<file path="config.mk">
export PLATFORM = sky130hd
export DESIGN_NAME = psum_accum_ctrl
export DESIGN_NICKNAME = d
export VERILOG_FILES = /design/src/rtl/cnn_pkg.sv /design/src/rtl/psum_accum_ctrl_adder_tree.sv /design/src/rtl/psum_accum_ctrl.sv
export SDC_FILE = /design/constraint.sdc
export NUM_CORES = 2
export LEC_CHECK = 0
export BUFFER_PORTS_ARGS = -buffer_cell sky130_fd_sc_hd__buf_2
export CORE_AREA = 2 2 425 427
export CTS_CLUSTER_DIAMETER = 120
export DETAILED_ROUTE_END_ITERATION = 8
export DIE_AREA = 0 0 427 429
export PLACE_DENSITY_LB_ADDON = 0.1
export SLEW_MARGIN = 20
export SYNTH_ARGS = -nofsm -noshare
export SYNTH_HDL_FRONTEND = slang
export SYNTH_SLANG_ARGS = --single-unit
</file>
<file path="constraint.sdc">
create_clock -name clk -period 9.2 [get_ports clk]
set_input_delay 0.46 -clock clk [delete_from_list [all_inputs] [get_ports clk]]
set_output_delay 0.46 -clock clk [all_outputs]
set_load 0.005 [all_outputs]
</file>
<file path="src/rtl/cnn_pkg.sv">
// Shared constants and types for the CNN partial-sum datapath.
// Lane geometry and controller state encoding live here.
package cnn_pkg;

    localparam int LANES     = 32;
    localparam int LANE_LOG2 = 5;

    typedef enum logic [1:0] {
        ST_IDLE   = 2'd0,
        ST_ACCUM  = 2'd1,
        ST_OUTPUT = 2'd2
    } state_e;

    // Low bit index of a lane within a packed lane bus.
    function automatic int lane_lo(input int lane, input int width);
        return lane * width;
    endfunction

endpackage

</file>
<file path="src/rtl/psum_accum_ctrl_adder_tree.sv">
// Combinational balanced adder tree reducing LANES signed lanes.
// All sums wrap modulo 2^WIDTH.
module psum_accum_ctrl_adder_tree
    import cnn_pkg::*;
#(
    parameter int WIDTH = 32
) (
    input  logic [LANES*WIDTH-1:0] in_data,
    output logic [WIDTH-1:0]       sum
);

    for (genvar l = 0; l <= LANE_LOG2; l++) begin : g_lvl
        localparam int N = LANES >> l;
        logic [N*WIDTH-1:0] s;
        for (genvar i = 0; i < N; i++) begin : g_n
            if (l == 0) begin : g_leaf
                assign s[i*WIDTH +: WIDTH] =
                    in_data[lane_lo(i, WIDTH) +: WIDTH];
            end else begin : g_add
                assign s[i*WIDTH +: WIDTH] =
                    g_lvl[l-1].s[(2*i)*WIDTH +: WIDTH] +
                    g_lvl[l-1].s[(2*i+1)*WIDTH +: WIDTH];
            end
        end
    end

    assign sum = g_lvl[LANE_LOG2].s[WIDTH-1:0];

endmodule

</file>
<file path="src/rtl/psum_accum_ctrl.sv">
// Partial-sum accumulator: bias + per-beat lane reductions over a job
// of len beats, presented on a valid/ready result port.
module psum_accum_ctrl
    import cnn_pkg::*;
#(
    parameter int WIDTH = 32,
    parameter int CNT_W = 8
) (
    input  logic                   clk,
    input  logic                   rst_n,
    input  logic                   start,
    input  logic [CNT_W-1:0]       cfg_len,
    input  logic [WIDTH-1:0]       cfg_bias,
    output logic                   busy,
    input  logic                   in_valid,
    output logic                   in_ready,
    input  logic [LANES*WIDTH-1:0] in_data,
    output logic                   out_valid,
    input  logic                   out_ready,
    output logic [WIDTH-1:0]       out_data,
    output logic                   done
);

    state_e           state_q, state_d;
    logic [WIDTH-1:0] acc_q, acc_d;
    logic [CNT_W-1:0] cnt_q, cnt_d;
    logic [CNT_W-1:0] len_q, len_d;
    logic             done_q, done_d;

    logic [WIDTH-1:0] beat_sum;
    logic             in_fire;
    logic             out_fire;
    logic             last_beat;

    psum_accum_ctrl_adder_tree #(
        .WIDTH (WIDTH)
    ) u_adder_tree (
        .in_data (in_data),
        .sum     (beat_sum)
    );

    assign in_fire   = in_valid & in_ready;
    assign out_fire  = out_valid & out_ready;
    assign last_beat = (cnt_q + CNT_W'(1)) == len_q;

    always_ff @(posedge clk or negedge rst_n) begin
        if (!rst_n) begin
            state_q <= ST_IDLE;
        end else begin
            state_q <= state_d;
        end
    end

    always_comb begin
        state_d = state_q;
        unique case (state_q)
            ST_IDLE: begin
                if (start) state_d = ST_ACCUM;
            end
            ST_ACCUM: begin
                if (in_fire && last_beat) state_d = ST_OUTPUT;
            end
            ST_OUTPUT: begin
                if (out_fire) state_d = ST_IDLE;
            end
            default: state_d = ST_IDLE;
        endcase
    end

    always_comb begin
        in_ready  = 1'b0;
        out_valid = 1'b0;
        busy      = 1'b0;
        unique case (state_q)
            ST_IDLE: begin
                busy = 1'b0;
            end
            ST_ACCUM: begin
                in_ready = 1'b1;
                busy     = 1'b1;
            end
            ST_OUTPUT: begin
                out_valid = 1'b1;
                busy      = 1'b1;
            end
            default: begin
                busy = 1'b0;
            end
        endcase
    end

    assign out_data = acc_q;
    assign done     = done_q;

    always_comb begin
        acc_d  = acc_q;
        cnt_d  = cnt_q;
        len_d  = len_q;
        done_d = 1'b0;
        if (state_q == ST_IDLE && start) begin
            // A zero-length job still consumes exactly one beat.
            len_d = (cfg_len == '0) ? CNT_W'(1) : cfg_len;
            acc_d = cfg_bias;
            cnt_d = '0;
        end
        if (state_q == ST_ACCUM && in_fire) begin
            acc_d = acc_q + beat_sum;
            cnt_d = cnt_q + CNT_W'(1);
        end
        if (state_q == ST_OUTPUT && out_fire) begin
            done_d = 1'b1;
        end
    end

    always_ff @(posedge clk or negedge rst_n) begin
        if (!rst_n) begin
            acc_q  <= '0;
            cnt_q  <= '0;
            len_q  <= '0;
            done_q <= 1'b0;
        end else begin
            acc_q  <= acc_d;
            cnt_q  <= cnt_d;
            len_q  <= len_d;
            done_q <= done_d;
        end
    end

endmodule

</file>
# After elaboration in Yosys (flattened, before gate mapping)
# Cells that the tools add are included.
[word_totals] input_bits=1069 wordCells=68 output_inout_bits=36 regBits=51
[op_classes] n_mux=13 reduce_logical=9 n_bitwise=2 eq_ne=6 n_addsub=33
[ops] operator="32-bit adder" n=32
[ops] operator="32-bit two-way mux" n=2
[ops] operator="8-bit two-way mux" n=3
[ops] operator="8-bit by 1-bit adder with 8-bit output, second input constant" n=1
[ops] operator="8-bit equality test" n=1
[ops] operator="8-bit zero test" n=1
[ops] operator="2-bit two-way mux" n=3
[ops] operator="2-bit inequality test, second input constant" n=3
[ops] operator="2-bit one-hot mux with 3 select lines" n=1
[ops] operator="1-bit logical AND" n=4
[ops] operator="1-bit two-way mux" n=4
[ops] operator="3-bit AND reduction" n=1
[ops] operator="1-bit bitwise AND" n=2
[ops] operator="2-bit by 1-bit equality test with 1-bit output, second input constant" n=1
[ops] operator="2-bit equality test, second input constant" n=1
[ops] operator="2-bit zero test" n=1
[ops] operator="2-bit nonzero test" n=1
[ops] operator="2-bit OR reduction" n=1

# Logic depth before layout (Yosys ltp)
[depth] word_depth=7 ltp_mapped=26 depth_no_buf=26

# Modules after synthesis
# Synthesis repeated with hierarchy kept, for this count alone.
[unflattened] cells_unflattened=2934 area_unflattened_um2=29369.4
[modules_own_cells] mod="psum_accum_ctrl_adder_tree" cells_per_inst=2458 seq_area_each_um2=0.0 area_each_um2=25100.3 n_inst=1
[modules_own_cells] mod="psum_accum_ctrl" cells_per_inst=476 seq_area_each_um2=1276.2 area_each_um2=4269.1 n_inst=1

# Worst setup path after synthesis
# No wires, ideal clock.
[synth_timing] kind="input port to flip-flop" startpoint="input in_data[675]" endpoint="register acc_q[31] (netlist: out_data[31])" setup_slack_ps=2228 t_required_ps=9063 path_buffers=0 t_arrival_ps=6835 stages=26 setup_ps=137 path_cell_list="inv_1 > fa_1 > inv_1 > fa_1 > inv_1 > fa_1 > fa_1 > inv_1 > fa_1 > fa_1 > fa_1 > inv_1 > fa_1 > inv_1 > ha_1 > inv_1 > fa_1 > nand2b_1 > a21oi_1 > o22ai_2 > o21a_2 > o31ai_1 > a21oi_1 > a21oi_1 > xnor2_1 > a21oi_1"
[synth_between] elab_chain_cells=7
[synth_rtl] item="from (decl)" line_no="psum_accum_ctrl.sv:17" text="input logic [LANES*WIDTH-1:0] in_data,"
[synth_rtl] item="32-bit adder (5 in a row)" line_no="psum_accum_ctrl_adder_tree.sv:21" text="g_lvl[l-1].s[(2*i)*WIDTH +: WIDTH] +"
[synth_rtl] item="32-bit adder" line_no="psum_accum_ctrl.sv:107" text="acc_d = acc_q + beat_sum;"
[synth_rtl] item="32-bit two-way mux" line_no="psum_accum_ctrl.sv:106" text="if (state_q == ST_ACCUM && in_fire) begin"
[synth_rtl] item="to (signal assigned)" line_no="psum_accum_ctrl.sv:117" text="acc_q <= '0;"
[synth_rtl] item="to (signal assigned)" line_no="psum_accum_ctrl.sv:122" text="acc_q <= acc_d;"
[synth_rtl] item="to (decl)" line_no="psum_accum_ctrl.sv:25" text="logic [WIDTH-1:0] acc_q, acc_d;"
# Every way passes these cells.
# A chain may end at the register's enable or synchronous reset.

# Final worst setup path
[layout_timing] startpoint="register acc_q[4] (netlist: out_data[4])" endpoint="register acc_q[24] (netlist: out_data[24])"
[layout_between] elab_chain_cells=2
[layout_rtl] item="32-bit adder" line_no="psum_accum_ctrl.sv:107"
[layout_rtl] item="32-bit two-way mux" line_no="psum_accum_ctrl.sv:106"
# Every way passes these cells.

==> out/results.txt <==
Die Ht: 429 um
CTS sink count: 51
Tmin final: 7.72 ns
WP data required: 9.44 ns
Placer Congestion: 0.852
worst slew pin tran: 1.05 ns
Iter 0 DRT Violations: 473
Buf+Inv Stages, Crit Path: 4
core area: 178000 um2
CP arrival: 7.96 ns
most common cell in the netlist: inv_1
top post-synthesis cells by area: fa_1 (66%), inv_1 (18%), dfrtp_1 (4.5%), xnor2_1 (2.4%), ha_1 (2.2%)
Slew Viols, Final: 0
cts hold-fix bufs: 0
final layout net count: 5935
most frequent cells after synthesis: inv_1 (1369), fa_1 (934), xnor2_1 (79), dfrtp_1 (51), ha_1 (50)
Ports: 1105
share of the synthesized area in the top cell type: 66.0%
hold crit path type: primary input to asynchronous set/reset pin
Clock transition at path regs: 0.10 ns
gr usage total: 13.8%
clk_lat worst skew: 0.35 ns
Setup crit start kind: flip-flop
Async SR Flop Fraction: 100%
CP max stage cell: a2111oi_2
Via density: 3.29
dominant cell type by area after synthesis: fa_1
starting density of the core: 15.9%
hpwl dp: 123 mm
H-tree Lvls: 2
worst path cell trace: fa_1, inv_1, fa_1, fa_1, fa_1, inv_1, fa_1, fa_1, fa_1, inv_1, fa_1, inv_1, ha_1, a21oi_2, o21ai_2, a2111oi_2, or3_1, a211oi_1, o21a_1, o31a_1, or3_1, a31o_1
clk_skew: 0.0241 ns
status: finished, final reports clean
vias: 20567
max incr delay on CP: 0.71 ns
setup TNS: 0 ns
total gr overflow: 0
post-synthesis net count: 4837
ys flop type: dfrtp_1
CP delay by family, top: adder cells
Yosys reg bits: 51
Post-CTS Setup Inserts: 0
Critical Path Most Common Cell: fa_1
Syn. warnings: 0
Max Fclk: 130 MHz
antenna-violating nets left: 0
final setup fails: 0
CTS tree: done
Post-Synthesis Cells: 2784
Area Growth Syn to Fin: 30.5%
count of input and output buffers: 1104
largest net degree at the start of global routing: 65
row count: 155
CTS Root Cell: clkbuf_16
EDFF count, synth: 0
Final Cycle Share: 83.9%
Synth cell types: 48
CTS resizes: 0
vias in the first global route: 24789
first-pass GRT wire length: 178 mm
initial antenna violation count: 73
TritonRoute pass-1 iters: 4
clock buffer depth: 2
max-cap viol count: 0
Final Hold Violating Endpoints: 0
TritonCTS buffer count: 5
WS Path Type: flip-flop to flip-flop
share of layout cells above drive strength 1: 29.3%
synthesized area: 28300 um2
slew margin rel.: 29.7%
crit path capture type: flip-flop
Max FO, Critical Path: 3
sequential share of the synthesized area: 4.51%
Die W: 427 um
DR DRC count: 0
Routed WL: 126 mm
RSZ-0062 raised after global routing: no
average cell area after synthesis: 10.2 um2
Die ar.: 183000 um2
wire per inst: 20.1 um
## placed cells by master (no fill, tap or decap), types with 4 or more instances in the layout
cell	count
a211oi_1	12
a21o_1	11
a21oi_1	33
and3_1	9
buf_2	1103
buf_4	4
clkbuf_16	5
dfrtp_1	51
diode_2	13
fa_1	934
ha_1	50
inv_1	1369
mux2_2	10
mux2i_1	24
nand2_1	41
nand3_1	11
nand4_1	4
nor2_1	11
nor3_1	5
o21a_1	7
o21ai_0	39
o21bai_1	6
or3_1	5
xnor2_1	79
xor2_1	18
## layer usage
layer	wire length [um]	part of all wire [%]	global-route usage (%)
met3	6440	5.1	2.15
met2	73700	59	28.5
met5	198	0.16	0
met1	44600	35	14.8
met4	854	0.68	0.877
## stage by stage
step	std cells	utilization [%]	cell area [um2]	worst slack (ns)	hold slack, ns
2_1_floorplan	2784	-	28300	2.23	0.164
3_3_place_gp	6230	20.7	36800	0.964	0.493
3_5_place_dp	6230	20.7	36800	0.977	0.497
4_1_cts	6238	20.7	36900	1.26	0.250
5_1_grt	6242	20.7	36900	0.977	0.267
6_report	6251	20.8	37000	1.48	0.239
## path summary, 6_finish.rpt
check	start	end	slack (ns)	depth (start not counted)
worst max-delay path	out_data[4]	out_data[24]	1.48	22
worst min-delay path	rst_n	done	0.24	1
worst max register to register	out_data[4]	out_data[24]	1.48	22
worst min register to register	cnt_q[7]	cnt_q[7]	0.52	2
max in group asynchronous	rst_n	out_data[20]	8.36	1
min in group clk	out_ready	done	0.35	2
## cell families (layout without fill, tap and decap cells)
kind of cell / after synthesis / after routing / synth area share, %
muxes: 34 / 34 / 1.25
buffers and inverters: 1385 / 2484 / 18.4
AOI/OAI and AO/OA: 133 / 133 / 3.00
other: 0 / 13 / 0
xor gates and xnor gates: 97 / 97 / 3.00
DFF: 51 / 51 / 4.51
adders and majority gates: 984 / 984 / 68.2
and+or+nand+nor: 100 / 100 / 1.68
## flip-flops by register name, indices dropped and copies added (netlist names)
name      flops
cnt_q         8
done          1
len_q         8
out_data     32
state_q       2
## area by class of cell
type	instances	area [um2]
Multi-Input combinational cell	1348	21900
Inverter	1369	5140
Sequential cell	51	1280
Clock buffer	5	125
Tap cell	2355	2950
Clock inverter	3	27.5
Antenna cell	13	32.5
Fill cell	20173	141000
Timing Repair Buffer	1107	5550
Power is left out: the tool's default activity adds up to more than one toggle a clock period on the data nets, which glitch-free logic cannot reach.
